File: src/rtl/instr_fetch_queue.sv
// In-order buffer of fetched {pc, instr} pairs feeding the decode stage.
// Presents a NOP with a zero PC whenever the queue is empty. A flush drops every entry.
module instr_fetch_queue #(
  parameter int          DEPTH = 4,
  parameter int          PC_W  = 32,
  parameter logic [31:0] NOP   = 32'h0000_0013
) (
  input  logic                     clk,
  input  logic                     rst,
  input  logic                     flush,
  input  logic                     if_valid,
  input  logic [31:0]              if_instr,
  input  logic [PC_W-1:0]          if_pc,
  output logic                     if_ready,
  output logic                     id_valid,
  output logic [31:0]              id_instr,
  output logic [PC_W-1:0]          id_pc,
  input  logic                     id_ready,
  output logic [$clog2(DEPTH):0]   count
);
  localparam int AW = $clog2(DEPTH);
  localparam int CW = AW + 1;

  logic [31:0]     instr_mem [DEPTH];
  logic [PC_W-1:0] pc_mem    [DEPTH];

  logic [AW-1:0] wr_ptr_reg;
  logic [AW-1:0] rd_ptr_reg;
  logic [CW-1:0] count_reg;
  logic          push;
  logic          pop;

  // Ready depends only on registered occupancy, so a pop cannot free a slot for a push in the same cycle.
  assign if_ready = (count_reg != CW'(DEPTH));
  assign id_valid = (count_reg != '0);
  assign push     = if_valid & if_ready & ~flush;
  assign pop      = id_valid & id_ready & ~flush;
  assign count    = count_reg;

  assign id_instr = id_valid ? instr_mem[rd_ptr_reg] : NOP;
  assign id_pc    = id_valid ? pc_mem[rd_ptr_reg]    : '0;

  // Entry storage is never reset; occupancy alone decides what is valid.
  always_ff @(posedge clk) begin
    if (push && !rst) begin
      instr_mem[wr_ptr_reg] <= if_instr;
      pc_mem[wr_ptr_reg]    <= if_pc;
    end
  end

  always_ff @(posedge clk) begin
    if (rst) begin
      wr_ptr_reg <= '0;
      rd_ptr_reg <= '0;
      count_reg  <= '0;
    end else if (flush) begin
      rd_ptr_reg <= wr_ptr_reg;
      count_reg  <= '0;
    end else begin
      if (push) wr_ptr_reg <= wr_ptr_reg + 1'b1;
      if (pop)  rd_ptr_reg <= rd_ptr_reg + 1'b1;
      if (push && !pop)      count_reg <= count_reg + 1'b1;
      else if (pop && !push) count_reg <= count_reg - 1'b1;
    end
  end
endmodule

File: config.mk
export PLATFORM = sky130hd
export DESIGN_NAME = instr_fetch_queue
export DESIGN_NICKNAME = d
export VERILOG_FILES = /design/src/rtl/instr_fetch_queue.sv
export SDC_FILE = /design/constraint.sdc
export NUM_CORES = 1
export LEC_CHECK = 0
export ABC_AREA = 1
export CORE_UTILIZATION = 37
export DETAILED_ROUTE_END_ITERATION = 10
export GPL_TIMING_DRIVEN = 0
export HOLD_SLACK_MARGIN = 0.02
export PLACE_DENSITY = 0.66
export SLEW_MARGIN = 20
export SYNTH_ARGS = -nofsm -noshare
export SYNTH_HDL_FRONTEND = slang
export SYNTH_SLANG_ARGS = --single-unit
File: constraint.sdc
create_clock -name clk -period 14.5 [get_ports clk]
set_input_delay 3.625 -clock clk [delete_from_list [all_inputs] [get_ports clk]]
set_output_delay 3.625 -clock clk [all_outputs]
set_load 0.01 [all_outputs]
==> metrics.cfg <==
[drt]
wl_per_cell_um=17.3
drtPass1Iterations=5
wirelength_um=24300
drt_iter0_markers=546
drc=0
ant_nets=0
viasPerCell=4.80
vias=6728

[clock_network]
cts_made_buffers=27
cts_hold_buffers=0
post_cts_buffers=0
tritoncts=done
cts_sinks=265
htree_levels=1
clockBufferDepth=3
root_buffer=clkbuf_16
clk_latency_ns=0.52
cts_resized=0
clk_pin_slew_worst_paths_ns=0.06

[floorplanning]
die_area_mm2=0.0289
die_y_um=170
rows=61
die_w_um=170
io_pins=138
coreArea_mm2=0.0278
start_util_pct=37.6

[global_route]
grt_overflow_total=0
grt_usage_pct=17.0
grt_pass1_wl_um=36900
grt_pass1_vias=6622
antenna_found_initial=1
grt_max_degree=24

[sta]
setup_tns_ns=0
setup_viol=0
whs_ns=0.520
slew_viol_final=0
worstMarginPinSlew_ns=0.571
hold_viol=0
finClkSkew_ns=0.00866
max-slew-margin-rel_pct=61.9
fmax_mhz=163
finalCritPeriodShare_pct=42.3
finalCriticalPeriod_ns=6.13
rsz0062_at_grt=false
setup_ws_ns=8.37

[synthesis]
synth_cell_types=17
synth.yosys.warnings=0
synth-seq-area-share_pct=75.4
synth_area_leaders=edfxtp_1 (74%), nor2_1 (9.2%), o21ai_0 (6.1%), a21oi_1 (3.4%), dfxtp_1 (1.7%)
netlist_area_mm2=0.0104
ys.flop_type=edfxtp_1
syn_avg_cell_area_um2=12.6
syn_inst=825
synth_edf_count=256
synth_top_area_share_pct=73.7
ys_ff_latch=265
syn-num-nets=900
synth-async-reset-ratio_pct=0
synth_top_area_cell=edfxtp_1

[critical_path]
crit_type=reg -> out
crit_path_max_fanout=10
required_ns=10.88
cp_slowest_cell=clkdlybuf4s50_1
cp_slowest_stage_delay_ns=0.59
critPathBufInv=3
arrival_ns=2.50
cp_top_family=buffers and inverters
endpoint_kind=output port
path_cells=nor2_1 > nand2_1 > inv_2 > buf_2 > a21oi_1 > clkdlybuf4s50_1
critical_path.startpoint_type=flop

[placed_design]
dpl_cell_area_mm2=0.0126
gp_congestion=0.764
io_buffers=137
hpwl_um=15400
place_worst_setup_slack_ns=8.40

[power_and_ir_drop]
ir_drop_uv=70.8
power.density_mw_per_mm2=128
leakage_nw=4.54

[run]
drv_cap=0

[finish]
final_util_pct=48.5
fin_nets=1078
fin_area_mm2=0.0135
multi_input_area_mm2=0.00221
fillCellCount=2475
final-seq-area_mm2=0.00787
syn2layout_area_growth_pct=29.2
drive_above_1_share_pct=8.41

[hold_path]
hold_path_class=reg -> reg

[status]
status=completed

Yosys cell counts (5+ instances only):
library cell	n
clkbuf_1	10
nand2_1	27
buf_2	13
buf_6	15
nor2_1	257
nand3_1	5
a21oi_1	70
inv_1	15
o21ai_0	128
dfxtp_1	9
ha_1	5
buf_1	6
edfxtp_1	256
area by class of cell:
class,count,share of cell area [%]
Buffer,47,2.35
Clock inverter,10,1.12
Sequential cell,265,58.4
Tap cell,378,3.51
Multi-Input combinational cell,495,16.4
Timing Repair Buffer,149,12.4
Clock buffer,39,5.35
Antenna cell,1,0.0186
Inverter,18,0.501
through the flow:
| step | instances | power, mW |
|---|---|---|
| after CTS | 1401 | 1.74 |
| after global routing | 1401 | 1.78 |
| after floorplan | 825 | 0.954 |
| after detailed placement | 1352 | 1.05 |
| after global placement | 1340 | 1.05 |
| final | 1402 | 1.72 |
cell families (layout without fill, tap and decap cells):
logic type	after synthesis	after routing	share of synthesized area (%)
buffers and inverters	65	263	3.68
XOR/XNOR	2	2	0.168
adder cells (fa/ha/maj)	6	6	0.791
AND/OR/NAND/NOR	289	289	10.5
flip-flops	265	265	75.4
other	0	1	0
AO/OA/AOI/OAI	198	198	9.50
power by group:
part	internal [mW]	leakage, nW	switching, mW	total, mW
registers	0.852	2.39	0.00362	0.855
clock network	0.415	0.421	0.274	0.689
logic	0.0781	1.74	0.0991	0.177
layer usage:
metal | track usage [%] | share of wire [%]
met5 | 0 | 0
met4 | 5.21 | 2.6
met3 | 2.67 | 5.2
met2 | 29.0 | 49
met1 | 22.1 | 43
placed cells by master, fill, tap and decap left out, drive strengths merged:
cell,instances
inv,18
edfxtp,256
clkinvlp,1
nor2,257
diode,1
buf,49
clkinv,5
fa,1
nand3,5
o21ai,128
a21oi,70
ha,5
clkdlybuf4s50,137
clkbuf,49
xor2,2
nand2,27
bufinv,4
dfxtp,9
final timing paths:
path	from	to	slack, ns	depth (start not counted)
worst max register to register	count[1]$_SDFFE_PP0P_	instr_mem[3][26]$_DFFE_PP_	12.16	8
worst min-delay path	count[1]$_SDFFE_PP0P_	count[1]$_SDFFE_PP0P_	0.52	2
worst min register to register	count[1]$_SDFFE_PP0P_	count[1]$_SDFFE_PP0P_	0.52	2
worst max-delay path	count[1]$_SDFFE_PP0P_	id_instr[12]	8.37	6
worst reg2reg max path, stage by stage, from the launching register on:
cell and delay [ns]:
dfxtp_1 0.40, nor2_1 0.09, nand2_1 0.08, nand3_1 0.12, inv_1 0.15, nand2_1 0.23
nor2_4 0.52, buf_16 0.23, buf_12 0.20
Note: power is estimated with default switching activity, not from simulation.
